**src/rtl/imem_loader.sv**
```systemverilog
// imem_loader: framed byte-stream program loader for the 16-bit CPU.
// Frame = SYNC, count[15:8], count[7:0], count x {word_hi, word_lo}, checksum.
// Words land at BASE_ADDR + 2*index; the CPU is held in reset until a frame
// with a matching 8-bit data checksum has been fully written.
module imem_loader #(
   parameter logic [15:0] BASE_ADDR = 16'h0000,
   parameter int          MAX_WORDS = 128,
   parameter logic [7:0]  SYNC_BYTE = 8'hA5
) (
   input  logic        CLK,
   input  logic        RESET,
   input  logic [7:0]  in_data,
   input  logic        in_valid,
   output logic        in_ready,
   output logic        mem_we,
   output logic [15:0] mem_addr,
   output logic [15:0] mem_wdata,
   output logic        cpu_hold,
   output logic        done,
   output logic        error
);

   localparam logic [15:0] MAX_COUNT = 16'(MAX_WORDS);

   typedef enum logic [3:0] {
      S_IDLE,
      S_LEN_HI,
      S_LEN_LO,
      S_DATA_HI,
      S_DATA_LO,
      S_WRITE,
      S_CHECK,
      S_DONE,
      S_ERROR
   } state_t;

   state_t      state_q,     state_d;
   logic [15:0] count_q,     count_d;
   logic [15:0] index_q,     index_d;
   logic [7:0]  sum_q,       sum_d;
   logic [7:0]  word_hi_q,   word_hi_d;
   logic        mem_we_q,    mem_we_d;
   logic [15:0] mem_addr_q,  mem_addr_d;
   logic [15:0] mem_wdata_q, mem_wdata_d;

   logic        accept;
   logic [15:0] len_full;
   logic [15:0] index_inc;

   // Status outputs decode straight from the state; only WRITE and DONE refuse bytes.
   always_comb begin
      in_ready = !((state_q == S_WRITE) || (state_q == S_DONE));
      cpu_hold = (state_q != S_DONE);
      done     = (state_q == S_DONE);
      error    = (state_q == S_ERROR);
   end

   assign accept    = in_valid && in_ready;
   assign len_full  = {count_q[15:8], in_data};
   assign index_inc = index_q + 16'd1;

   // Next-state logic: each stage consumes one accepted byte, WRITE is a free-running cycle.
   always_comb begin
      state_d     = state_q;
      count_d     = count_q;
      index_d     = index_q;
      sum_d       = sum_q;
      word_hi_d   = word_hi_q;
      mem_we_d    = 1'b0;
      mem_addr_d  = mem_addr_q;
      mem_wdata_d = mem_wdata_q;

      case (state_q)
         S_IDLE, S_ERROR: begin
            // Only a sync byte opens a frame; everything else is dropped.
            if (accept && (in_data == SYNC_BYTE)) begin
               state_d = S_LEN_HI;
               index_d = 16'd0;
               sum_d   = 8'd0;
            end
         end
         S_LEN_HI: begin
            if (accept) begin
               count_d[15:8] = in_data;
               state_d       = S_LEN_LO;
            end
         end
         S_LEN_LO: begin
            if (accept) begin
               count_d = len_full;
               if (len_full > MAX_COUNT) begin
                  state_d = S_ERROR;
               end else if (len_full == 16'd0) begin
                  state_d = S_CHECK;
               end else begin
                  state_d = S_DATA_HI;
               end
            end
         end
         S_DATA_HI: begin
            if (accept) begin
               word_hi_d = in_data;
               sum_d     = sum_q + in_data;
               state_d   = S_DATA_LO;
            end
         end
         S_DATA_LO: begin
            // Stage the write here so mem_we/addr/wdata are registered during WRITE.
            if (accept) begin
               sum_d       = sum_q + in_data;
               mem_we_d    = 1'b1;
               mem_addr_d  = BASE_ADDR + (index_q << 1);
               mem_wdata_d = {word_hi_q, in_data};
               state_d     = S_WRITE;
            end
         end
         S_WRITE: begin
            index_d = index_inc;
            state_d = (index_inc == count_q) ? S_CHECK : S_DATA_HI;
         end
         S_CHECK: begin
            if (accept) begin
               state_d = (in_data == sum_q) ? S_DONE : S_ERROR;
            end
         end
         S_DONE: begin
            state_d = S_DONE;
         end
         default: begin
            state_d = S_IDLE;
         end
      endcase
   end

   // State and output registers with synchronous active-low reset.
   always_ff @(posedge CLK) begin
      if (!RESET) begin
         state_q     <= S_IDLE;
         count_q     <= 16'd0;
         index_q     <= 16'd0;
         sum_q       <= 8'd0;
         word_hi_q   <= 8'd0;
         mem_we_q    <= 1'b0;
         mem_addr_q  <= BASE_ADDR;
         mem_wdata_q <= 16'd0;
      end else begin
         state_q     <= state_d;
         count_q     <= count_d;
         index_q     <= index_d;
         sum_q       <= sum_d;
         word_hi_q   <= word_hi_d;
         mem_we_q    <= mem_we_d;
         mem_addr_q  <= mem_addr_d;
         mem_wdata_q <= mem_wdata_d;
      end
   end

   assign mem_we    = mem_we_q;
   assign mem_addr  = mem_addr_q;
   assign mem_wdata = mem_wdata_q;

endmodule

```
**config.mk**
```make
export PLATFORM = sky130hd
export DESIGN_NAME = imem_loader
export DESIGN_NICKNAME = d
export VERILOG_FILES = /design/src/rtl/imem_loader.sv
export SDC_FILE = /design/constraint.sdc
export NUM_CORES = 1
export LEC_CHECK = 0
export ABC_CLOCK_PERIOD_IN_PS = 3000
export CAP_MARGIN = 15
export CORE_UTILIZATION = 57
export DETAILED_ROUTE_END_ITERATION = 6
export PLACE_DENSITY = 0.8
export SYNTH_ARGS = -nofsm -noshare
export SYNTH_HDL_FRONTEND = slang
export SYNTH_SLANG_ARGS = --single-unit
```
**constraint.sdc**
```tcl
create_clock -name CLK -period 3 [get_ports CLK]
set_clock_uncertainty 0.1 [all_clocks]
set_input_delay 0.75 -clock CLK [delete_from_list [all_inputs] [get_ports CLK]]
set_output_delay 0.75 -clock CLK [all_outputs]
set_load 0.005 [all_outputs]
```
* After elaboration in Yosys (flattened, before gate mapping) *
Cells that the tools add are included.

operators by class
  add/subtract/negate cells = 2
  multipliers = 0
  divide/modulo/power cells = 0
  $lt $le $gt $ge = 1
  equal/unequal tests = 19
  shifts and indexed selects = 0
  mux-type cells = 19
  bitwise logic cells = 1
  reductions and logical operators = 18

operators by type and width
  cell                                                                   number
  4-bit two-way mux                                                      8
  16-bit case mux with 2 select lines                                    1
  4-bit case mux with 8 select lines                                     1
  8-bit case mux with 2 select lines                                     2
  8-bit two-way mux                                                      3
  16-bit by 1-bit adder with 16-bit output, second input constant        1
  16-bit equality test                                                   1
  4-bit by 3-bit equality test with 1-bit output, second input constant  4
  16-bit by 8-bit > comparator with 1-bit output, second input constant  1
  16-bit logical NOT                                                     1
  16-bit two-way mux                                                     1
  2-bit != test, second input constant                                   6
  2-bit AND reduction                                                    5
  8-bit adder                                                            1
  4-bit by 2-bit equality test with 1-bit output, second input constant  2
  8-bit equality test                                                    1
  8-bit equality test, second input constant                             1
  3-bit two-way mux                                                      2
  3-bit AND reduction                                                    2
  6-bit AND reduction                                                    1
  4-bit by 1-bit equality test with 1-bit output, second input constant  1
  4-bit equality test, second input constant                             1
  4-bit logical NOT                                                      1
  4-bit by 3-bit != test with 1-bit output, second input constant        1
  8 further kinds                                                        11

word-level totals
  bits in registers = 84
  bits in latches = 0
  RAM bits = 0
  bits in read-only memories = 0
  input port bits = 11
  word-level logic and storage cells = 69
  memories = 0

* Longest topological paths before layout *
  word-level depth = 7
  gate-level depth with buffers = 9
  gate-level depth less buffers = 9

* Least setup slack after synthesis *
No wires, ideal clock.

  kind = input to register
  from = input in_data[1]
  to = register state_q[1]
  library setup time = 0.066 ns
  arrival = 2.503 ns
  required time = 2.834 ns
  path slack = 0.331 ns
  stages = 6
  cell sequence = or4_4 or4_4 a2111oi_4 o21ai_1 a211o_1 a21boi_2

on the way
  word-level cells in the longest chain between the ends = 4

RTL lines
  item                                                                          line  source
  start: declaration                                                            12    input logic [7:0] in_data,
  16-bit by 8-bit > comparator with 1-bit output, or another cell as far along  91    if (len_full > MAX_COUNT) begin
  4-bit two-way mux, or another cell as far along                               91
  4-bit two-way mux, or another cell as far along                               89    if (accept) begin
  4-bit case mux with 8 select lines or 6-bit AND reduction (tied branches)     -
  end signal: assignment                                                        147   state_q <= state_d;
  end: declaration                                                              37    state_t state_q, state_d;

Parallel ways exist; a longest one is shown, timed or not. The select of a mux whose other input is x is not followed.
A chain may end at the register's enable or synchronous reset.

* Worst setup path after layout *
  from = input in_data[1]
  to = register state_q[0]

on the way
  word-level cells in the longest chain between the ends = 5

RTL lines
  item
  parallel branches: the longest is 5 deep, another holds 16-bit by 8-bit > comparator with 1-bit output

Several ways; the timed one is not identified. The select of a mux whose other input is x is not followed.

==> flow_metrics.py <==
metrics = {
    "power_and_ir_drop": {
        "power.switching_w": 0.000649,
        "seqPwrFrac": 0.499,
        "cellLeakagePower_nw": 1.99,
        "p_per_area_mw_per_mm2": 426,
        "clkPwrFrac": 0.350,
        "total_power_w": 0.00233,
        "peakVddDrop_mv": 0.356,
        "combinationalPowerShare": 0.151,
        "intPower_w": 0.00168,
        "p_sw_frac": 0.278,
    },
    "synthesis": {
        "syn_inst": 570,
        "synth_edf_count": 0,
        "synth_cell_type_count": 64,
        "yosysWarnings": 0,
        "syn-num-nets": 590,
        "synth_top_area_frac": 0.369,
        "ys_ff_latch": 84,
        "syn_area_sq_mm": 0.00456,
        "synth_area_per_cell_sq_um": 8.00,
        "synth-main-ff-cell": "dfxtp_1",
        "yosysTopAreaCell": "dfxtp_1",
        "synth_common_cells": "nand2_1, dfxtp_1, a21boi_0",
        "synth-seq-area-share": 0.369,
        "post-synth-top-count-cell": "nand2_1",
        "async_flop_share": 0,
        "synth_area_leaders": "dfxtp_1, a21boi_0, nand2_1",
    },
    "clocking": {
        "cts_setup_buffers": 0,
        "cts_max_path_buffers": 2,
        "cts.sinks": 84,
        "cts_tree": "built",
        "insertion_delay_ps": 370,
        "root_buffer": "clkbuf_8",
        "cts_buffers": 9,
        "cts_hold_buf": 0,
        "post_cts_resize_count": 0,
        "htree_levels": 3,
        "cts.clk_slew.worst_paths_ps": 80,
    },
    "route": {
        "detail_route.wl_per_cell_um": 15.3,
        "routed_wl_mm": 11.2,
        "drc": 0,
        "drt_first_pass_iters": 5,
        "ant_nets": 0,
        "drtIter0Drc": 222,
        "vias": 4211,
        "vias_per_cell": 5.75,
    },
    "grt": {
        "globalRouteMet1Util": 0.353,
        "grt_pass1_wl_mm": 19.3,
        "grt_busiest_layer": "met2",
        "grt_overflow_total": 0,
        "grtUsageTotal": 0.287,
        "antenna_found_initial": 0,
        "grt_max_degree": 68,
        "grt_pass1_vias": 4147,
        "grtUsageMet3": 0.0637,
        "use_met2": 0.483,
    },
    "floorplanning": {
        "die_w_um": 91.4,
        "floorplan.initialDensity": 0.590,
        "die_height_um": 91.4,
        "ioPinCount": 48,
        "die_area_sq_mm": 0.00836,
        "coreArea_sq_mm": 0.00773,
        "std_cell_rows": 32,
    },
    "run": {
        "maxCapViolCount": 0,
    },
    "sta": {
        "worst_slew_pin_slew_ps": 679,
        "maxSlewHeadroom": 0.543,
        "hold_violations": 0,
        "setup_viol": 0,
        "fin_crit_sh": 0.951,
        "max_freq_ghz": 0.351,
        "drv_slew": 0,
        "period_needed_ps": 2850,
        "holdWs_ps": 364,
        "rsz0062_at_grt": "no",
    },
    "worst_setup_path": {
        "crit_arrival_ps": 3040,
        "ff2ff_setup_slack_ps": 480,
        "cp.required_ps": 3190,
        "startpoint": "in_data[1]",
        "end_kind": "flip-flop",
        "crit_fanout": 3,
        "cp-start-kind": "input port",
        "worstSetupPathType": "in2reg",
        "reg2reg_from": "index_q[2]$_SDFFE_PN0P_",
        "worstRegToRegCells": 6,
    },
    "placed_design": {
        "io_buffer_count": 46,
        "gp_congestion": 0.975,
        "hpwl_mm": 7.92,
        "dpl-instance-area_sq_mm": 0.00529,
    },
    "cells_and_area": {
        "layout-drive-gt1-share": 0.108,
        "nets": 645,
        "syn2layout_area_growth_pct": 20.1,
        "final_area_sq_mm": 0.00548,
        "num_antenna_cells": 0,
        "post-route-util": 0.709,
    },
    "outcome": {
        "status": "finished, final reports clean",
    },
    "min_path": {
        "hold_path.class": "reg2reg",
        "hp-start": "mem_wdata[8]$_SDFFE_PN0P_",
        "whs_path_depth": 2,
    },
}
## cell families after synthesis
family,after synthesis,share of synthesized area
and+or+nand+nor,252,0.276
AOI/OAI and AO/OA,129,0.201
DFF,84,0.369
buffers and inverters,58,0.0513
xor gates and xnor gates,22,0.0423
muxes,15,0.0332
adders and majority gates,9,0.0263
other,1,0.000822
## through the flow
stage	TNS [ps]	std cells	setup slack, ps
CTS	0	732	171
detailed placement	-699	716	-209
floorplan	0	570	331
global placement	-396	716	-177
global route	0	732	2.82
finish	0	732	147
## critical path: stages
cell	delay, ps
clkdlybuf4s50_1	440
or4_4	570
or4_4	450
buf_4	150
a211oi_1	290
and3b_1	210
nor3_1	40
o22ai_1	120
## registers in the layout, summed over array words and instances, names as in the netlist
signal and flops:
word_hi_q 8, count_q 16, mem_addr 15, state_q 4, sum_q 8, mem_wdata 16, mem_we 1, index_q 16
## area by class of cell
cell class | count | area (sq um)
Clock buffer | 11 | 131
Clock inverter | 5 | 61.3
Fill cell | 610 | 2250
Inverter | 15 | 56.3
Multi-Input combinational cell | 428 | 2640
Sequential cell | 84 | 1680
Tap cell | 102 | 128
Timing Repair Buffer | 87 | 776
## placed cells by master, fill, tap and decap left out, types with 9 or more instances in the layout
| cell | instances |
|---|---|
| nand2_1 | 97 |
| dfxtp_1 | 84 |
| a21boi_0 | 52 |
| clkdlybuf4s50_1 | 45 |
| buf_4 | 40 |
| nor2_1 | 31 |
| nor2b_1 | 27 |
| o21ai_0 | 25 |
| nand3_1 | 24 |
| a21oi_1 | 16 |
| inv_1 | 15 |
| xnor2_1 | 14 |
| mux2i_1 | 14 |
| nor3_1 | 12 |
| nand4_1 | 12 |
| and2_1 | 9 |
| clkbuf_8 | 9 |
## final timing paths
kind                                     to
setup / recovery    state_q[0]$_SDFFE_PN0P_
hold / removal    mem_wdata[8]$_SDFFE_PN0P_
setup reg to reg    state_q[2]$_SDFFE_PN0P_
hold reg to reg   mem_wdata[8]$_SDFFE_PN0P_
## power groups by stage
stage	Combinational [W]	Sequential, W	Clock (W)
after floorplan	0.000246	0.00118	0
after global placement	0.000331	0.00119	0
after detailed placement	0.000343	0.00119	0
after CTS	0.000345	0.00116	0.000829
after global routing	0.000380	0.00117	0.000877
final	0.000352	0.00116	0.000816
## routing by layer
metal | share of wire | up-vias | wire, um
li1 | - | 2091 | -
met1 | 0.43 | 1960 | 4780
met2 | 0.49 | 129 | 5450
met3 | 0.054 | 31 | 600
met4 | 0.034 | 0 | 383
met5 | 0 | - | 0
Power figures use the tool's default switching activity.
